===== src/rtl/fixed_point_sqrt_pkg.sv =====
// Shared types and Q-format constants for the fixed-point square-root stage
// that sits downstream of the restoring divider.
package fixed_point_sqrt_pkg;

  // Radicand arrives as the divider's Q10.10 quotient
  localparam int IN_W   = 20;
  localparam int FRAC_W = 10;
  localparam int INT_W  = IN_W - FRAC_W;
  localparam int OUT_W  = (IN_W + FRAC_W) / 2;
  localparam int RAD_W  = IN_W + FRAC_W;

  localparam logic [IN_W-1:0]  Q_IN_ONE  = IN_W'(1) << FRAC_W;
  localparam logic [OUT_W-1:0] Q_OUT_ONE = OUT_W'(1) << FRAC_W;
  localparam logic [OUT_W-1:0] BASE_INIT = OUT_W'(1) << (OUT_W - 1);

  typedef enum logic {
    IDLE = 1'b0,
    CALC = 1'b1
  } sqrt_state_e;

  // Widen the radicand so the integer result carries FRAC_W fractional bits
  function automatic logic [RAD_W-1:0] scale_radicand(input logic [IN_W-1:0] q);
    return {q, {FRAC_W{1'b0}}};
  endfunction

  function automatic logic [RAD_W-1:0] square(input logic [OUT_W-1:0] x);
    logic [RAD_W-1:0] xe;
    xe = RAD_W'(x);
    return xe * xe;
  endfunction

endpackage


===== src/rtl/fixed_point_sqrt.sv =====
// Bit-serial restoring square root: one result bit per clock, MSB first, with
// early exit when a trial squares exactly to the radicand.
module fixed_point_sqrt
  import fixed_point_sqrt_pkg::*;
(
  input  logic             clk,
  input  logic             rst_n,
  input  logic             in_valid,
  input  logic [IN_W-1:0]  in_data,
  output logic             busy,
  output logic             out_valid,
  output logic [OUT_W-1:0] out_data,
  output logic             out_exact
);

  sqrt_state_e      state_q, state_d;
  logic [RAD_W-1:0] rad_q, rad_d;
  logic [OUT_W-1:0] root_q, root_d;
  logic [OUT_W-1:0] base_q, base_d;
  logic             out_valid_d;
  logic [OUT_W-1:0] out_data_d;
  logic             out_exact_d;

  logic [OUT_W-1:0] trial;
  logic [RAD_W-1:0] trial_sq;
  logic             sq_lt;
  logic             sq_eq;
  logic             last_bit;

  // Single combinational squarer and comparator shared by every trial
  assign trial    = root_q | base_q;
  assign trial_sq = square(trial);
  assign sq_lt    = trial_sq < rad_q;
  assign sq_eq    = trial_sq == rad_q;
  assign last_bit = base_q[0];

  assign busy = (state_q == CALC);

  always_comb begin
    state_d     = state_q;
    rad_d       = rad_q;
    root_d      = root_q;
    base_d      = base_q;
    out_valid_d = 1'b0;
    out_data_d  = out_data;
    out_exact_d = out_exact;

    unique case (state_q)
      IDLE: begin
        if (in_valid) begin
          rad_d       = scale_radicand(in_data);
          root_d      = '0;
          base_d      = BASE_INIT;
          out_data_d  = '0;
          out_exact_d = 1'b0;
          state_d     = CALC;
        end
      end

      CALC: begin
        base_d = base_q >> 1;
        if (sq_eq) begin
          // Exact hit: the undecided low bits are genuinely zero
          root_d      = trial;
          out_data_d  = trial;
          out_exact_d = 1'b1;
          out_valid_d = 1'b1;
          state_d     = IDLE;
        end else begin
          if (sq_lt) begin
            root_d = trial;
          end
          if (last_bit) begin
            out_data_d  = sq_lt ? trial : root_q;
            out_exact_d = (rad_q == '0);
            out_valid_d = 1'b1;
            state_d     = IDLE;
          end
        end
      end

      default: state_d = IDLE;
    endcase
  end

  always_ff @(posedge clk) begin
    if (!rst_n) begin
      state_q   <= IDLE;
      rad_q     <= '0;
      root_q    <= '0;
      base_q    <= '0;
      out_valid <= 1'b0;
      out_data  <= '0;
      out_exact <= 1'b0;
    end else begin
      state_q   <= state_d;
      rad_q     <= rad_d;
      root_q    <= root_d;
      base_q    <= base_d;
      out_valid <= out_valid_d;
      out_data  <= out_data_d;
      out_exact <= out_exact_d;
    end
  end

endmodule

===== config.mk =====
export PLATFORM = sky130hd
export DESIGN_NAME = fixed_point_sqrt
export DESIGN_NICKNAME = d
export VERILOG_FILES = /design/src/rtl/fixed_point_sqrt_pkg.sv /design/src/rtl/fixed_point_sqrt.sv
export SDC_FILE = /design/constraint.sdc
export NUM_CORES = 1
export LEC_CHECK = 0
export BUFFER_PORTS_ARGS = -buffer_cell sky130_fd_sc_hd__buf_2
export CAP_MARGIN = 15
export CORE_MARGIN = 2
export CORE_UTILIZATION = 55
export CTS_CLUSTER_SIZE = 25
export DETAILED_ROUTE_END_ITERATION = 8
export PLACE_DENSITY = 0.76
export SLEW_MARGIN = 20
export SYNTH_ARGS = -nofsm -noshare
export SYNTH_HDL_FRONTEND = slang
export SYNTH_SLANG_ARGS = --single-unit
export TNS_END_PERCENT = 1

===== constraint.sdc =====
create_clock -name clk -period 10.6 [get_ports clk]
set_input_delay 3.18 -clock clk [delete_from_list [all_inputs] [get_ports clk]]
set_output_delay 3.18 -clock clk [all_outputs]
set_load 0.005 [all_outputs]

* Word level (Yosys, flattened, before mapping) *
Index checks and enable logic that the tools add are counted.

storage, ports and cells
  bits in writable memories = 0
  bits in latches = 0
  bits of input ports = 23
  word-level logic and storage cells = 37
  memories kept = 0
  flip-flop bits (word level) = 68
  output and inout port bits = 18
  memory bits (read-only) = 0

cells by class
  shifts and indexed selects = 0
  divide/modulo/power cells = 0
  $lt $le $gt $ge = 1
  add/sub/neg operators = 0
  reductions and logical operators = 4
  multiplexer cells = 19
  bitwise logic cells = 2
  $mul = 1
  equal/unequal tests = 3

operators with widths
  operator              number
  $mux W15              6
  $pmux W15 S2          3
  $eq A30 B30 Y1        1
  $logic_not A30 Y1     1
  $lt A30 B30 Y1        1
  $mul A15 B15 Y30      1
  $or A15 B15 Y15       1
  $mux W1               8
  $reduce_and A2 Y1     3
  $pmux W1 S2           2
  $ne A3 B1 Y1 const B  1
  $ne A2 B2 Y1 const B  1
  $not A1 Y1            1

* Longest topological paths before layout *
  depth in word-level cells = 7
  depth in mapped cells = 37
  gate-level depth less buffers = 33

* Least setup slack after synthesis *
Ideal clock, no wire load.

  path type = flip-flop to flip-flop
  start point = register base_q[11]
  end point = register out_data[2]
  slack = 2344 ps
  clock period less this slack = 8256 ps
  required time = 10473 ps
  library setup time = 127 ps
  buffers on the path = 2
  stages on the path, launching flop included = 35
  arrival = 8128 ps
  path through = dfxtp_1 -> nor2_1 -> clkinv_1 -> nand2_1 -> inv_1 -> fa_1 -> inv_1 -> fa_1 -> inv_1 -> fa_1 -> fa_1 -> fa_1 -> inv_1 -> fa_1 -> inv_1 -> ha_1 -> a211oi_1 -> nand3_1 -> a21boi_0 -> a211oi_1 -> o31ai_1 -> a21oi_1 -> a221oi_1 -> xnor2_1 -> ha_1 -> nand4_1 -> nor4_1 -> nand4_1 -> a2111oi_2 -> buf_4 -> nor2_2 -> a21o_1 -> buf_6 -> a22oi_1 -> o21ai_1

between the ends
  cells in the longest elaborated chain, start to end = 7
  elaborated cells between the ends (all ways) = 10
  classes of those cells = mul: 1; order compare: 1; eq/ne: 2; mux: 4; bitwise: 1; reduce/logical: 1

ends and longest elaborated chain
  element                   RTL line                    RTL
  start: declaration        fixed_point_sqrt.sv:19      logic [OUT_W-1:0] base_q, base_d;
  start signal: assignment  fixed_point_sqrt.sv:99      base_q <= base_d;
  $or A15 B15 Y15 (*)       fixed_point_sqrt.sv:31      assign trial = root_q | base_q;
  $mul A15 B15 Y30 (*)      fixed_point_sqrt_pkg.sv:29  return xe * xe;
  $lt A30 B30 Y1            fixed_point_sqrt.sv:33      assign sq_lt = trial_sq < rad_q;
  $mux W15                  -
  $mux W15                  fixed_point_sqrt.sv:73      if (last_bit) begin
  $mux W15                  fixed_point_sqrt.sv:62      if (sq_eq) begin
  $pmux W15 S2              fixed_point_sqrt.sv:48      unique case (state_q)
  end signal: assignment    fixed_point_sqrt.sv:101     out_data <= out_data_d;
  end: declaration          fixed_point_sqrt.sv:12      output logic [OUT_W-1:0] out_data,

Every way passes the cells marked *; elsewhere a longest branch is shown, timed or not. The select of a mux whose other input is x is not followed.
A chain may end at the register's enable or synchronous reset.

* Worst setup path in the final report *
  start point = register base_q[11]
  end point = register out_data[4]

Same word-level chain as after synthesis.

==> results_dict.tcl <==
set metrics [dict create \
    pre_cts_slack_ns 1.17 \
    syn-num-nets 1334 \
    cts_tree "built" \
    fillers 1449 \
    most-common-layout-cells "inv_1, fa_1, nand2_1" \
    clkTransAtPathRegs_ns 0.06 \
    cp-start-kind "flip-flop" \
    gp_congestion 0.967 \
    detail-route-antenna-nets 0 \
    critPathArrivalTime_ns 9.89 \
    area_growth_pct 7.87 \
    die_x_um 133 \
    setup_violations 0 \
    grtUsageTotal_pct 26.7 \
    avgSynthCellArea_um2 8.53 \
    setup_ws_ns 0.896 \
    rsz0062_at_grt "false" \
    ys_types 50 \
    worst_hold_path_type "reg2reg" \
    via_per_inst 5.54 \
    wl_per_cell_um 16.8 \
    die_area_mm2 0.0176 \
    grt_pass1_wl_mm 37.5 \
    power.density_mw_per_mm2 63.0 \
    slew_violations 0 \
    cts_root_buf "clkbuf_16" \
    synthesis.area_mm2 0.00911 \
    place_hpwl_mm 18.3 \
    drtPass1Iterations 5 \
    postCtsHoldBufs 0 \
    antenna_found_initial 0 \
    drt-met1-wl_mm 9.50 \
    maxCapViolCount 0 \
    initial_utilization_pct 55.5 \
    timing.hold.ws_ns 0.465 \
    h-tree-depth 3 \
    ys_ff_latch 68 \
    worstSkewPairLatency_ns 0.33 \
    coreArea_mm2 0.0164 \
    yosys_warnings 0 \
    finish.utilization_pct 59.9 \
    cts_buffers 9 \
    period_share_pct 91.5 \
    grt_pass1_vias 7554 \
    maxSlewHeadroom_pct 33.5 \
    drc 0 \
    tns_ns 0 \
    antenna_cells 0 \
    routed-via-count 7323 \
    status "finished, final reports clean" \
    layout-drive-gt1-share_pct 7.52 \
    wl_met2_mm 10.4 \
    endpoint_kind "flip-flop" \
    port_buffers 40 \
    fin_area_mm2 0.00982 \
    post_cts_resized 0 \
    synth-async-reset-ratio_pct 0 \
    row_count 47 \
    grt_max_degree 28 \
    wirelength_mm 22.2 \
    top_layer_used "met4" \
    drt_iter0_markers 526 \
    tightest_slew_ns 0.997 \
    clock_sinks 68 \
    min_period_ns 9.70 \
    worstPathMaxFanout 13 \
    synth_edf_count 0 \
    final_common_cell "inv_1" \
    clockBufferDepth 2 \
    postCtsSetupBuffers 0 \
    cp_slowest_cell "fa_1" \
    grt.overflow.total 0 \
    max_stage_delay_ns 0.54 \
    nets 1364 \
    crit_type "reg2reg" \
    cp.required_ns 10.78 \
    syn_inst 1068 \
    met3_wirelength_mm 1.60 \
    placed_cell_area_mm2 0.00954 \
    synthFlopType "dfxtp_1" \
    cpMostUsedCell "fa_1" \
    fmax_mhz 103 \
    p_leak_nw 5.17 \
    max-vdd-ir-drop_v 0.000108 \
    die_h_um 133 \
    yosysSeqAreaShare_pct 14.9 \
    hold_viol 0 \
    io_pins 41 \
    finalClockSkew_ns 0.00773 \
]
[synth_stat cells (all sizes together) (2+ instances only)]
| library cell | number | area [um^2] |
|---|---|---|
| clkinv | 8 | 30.0 |
| nand3 | 6 | 30.0 |
| o211ai | 17 | 128 |
| a21o | 19 | 143 |
| xnor2 | 17 | 149 |
| nor2b | 7 | 43.8 |
| o21a | 6 | 45.0 |
| nand4b | 2 | 17.5 |
| and3 | 5 | 31.3 |
| inv | 222 | 833 |
| or2 | 10 | 62.6 |
| nor3 | 4 | 20.0 |
| nor4 | 7 | 43.8 |
| a22o | 14 | 123 |
| clkbuf | 27 | 101 |
| a31oi | 3 | 18.8 |
| nor2 | 91 | 344 |
| a211o | 2 | 17.5 |
| nand2 | 124 | 465 |
| nand4 | 7 | 43.8 |
| a221oi | 4 | 35.0 |
| xor2 | 7 | 61.3 |
| o311ai | 2 | 17.5 |
| buf | 7 | 55.1 |
| a21oi | 66 | 330 |
| o21bai | 5 | 37.5 |
| a22oi | 14 | 105 |
| ha | 106 | 1330 |
| o21ai | 29 | 145 |
| fa | 137 | 2740 |
| dfxtp | 68 | 1360 |
| and2 | 4 | 25.0 |
| nand2b | 7 | 43.8 |
| a211oi | 4 | 30.0 |
[metal layers]
metal,vias to the layer above,GRT usage (%)
met5,-,0
met4,0,9.08
met3,54,6.13
met2,254,43.1
met1,3551,35.6
li1,3464,-
[through the flow]
stage / std cells / power [W]
2_1_floorplan: 1068 / 0.000320
3_3_place_gp: 1307 / 0.000338
3_5_place_dp: 1307 / 0.000339
4_1_cts: 1323 / 0.000619
5_1_grt: 1323 / 0.000642
6_report: 1323 / 0.000619
[kinds of logic (layout without fill, tap and decap cells)]
| group | count (synthesis) | count (layout) | share of synthesized area [%] |
|---|---|---|---|
| and+or+nand+nor | 277 | 277 | 13.2 |
| buffers and inverters | 264 | 299 | 11.2 |
| adders and majority gates | 243 | 243 | 44.7 |
| AOI/OAI and AO/OA | 191 | 191 | 13.5 |
| DFF | 68 | 68 | 14.9 |
| xor gates and xnor gates | 24 | 24 | 2.31 |
| muxes | 1 | 1 | 0.110 |
[flip-flops by register name, summed over array words and instances (netlist names)]
| signal | flops |
|---|---|
| out_valid | 1 |
| busy | 1 |
| out_data | 15 |
| base_q | 15 |
| rad_q | 20 |
| out_exact | 1 |
| root_q | 15 |
[power breakdown]
part	internal (W)	switching, W
Sequential	0.000262	0.00000725
Combinational	0.0000220	0.0000447
Clock	0.000166	0.000117
Total	0.000450	0.000169
[area by class of cell]
class / instances / area (um^2) / share of cell area [%]
inverters: 230 / 863 / 8.79
repair buffers: 53 / 298 / 3.03
well taps: 220 / 275 / 2.80
multi-input cells: 736 / 6740 / 68.6
flip-flops and latches: 68 / 1360 / 13.9
clock buffers: 10 / 239 / 2.43
clock inverters: 6 / 46.3 / 0.471
[worst paths after layout]
path              slack, ns  depth (start not counted)           to  startpoint
setup / recovery       0.90                         32  out_data[4]  base_q[11]
hold / removal         0.47                          2    root_q[8]   root_q[8]
setup reg to reg       0.90                         32  out_data[4]  base_q[11]
hold reg to reg        0.47                          2    root_q[8]   root_q[8]
[worst max-delay path: cells and delay by family, from the launching register on]
kind,cells,cell delay (ns)
buffers and inverters,6,0.69
adder cells (fa/ha/maj),8,3.77
AO/OA/AOI/OAI,10,2.83
AND/OR/NAND/NOR,7,1.80
flip-flops,1,0.34
XOR/XNOR,1,0.11
(Power assumes the default switching activity.)
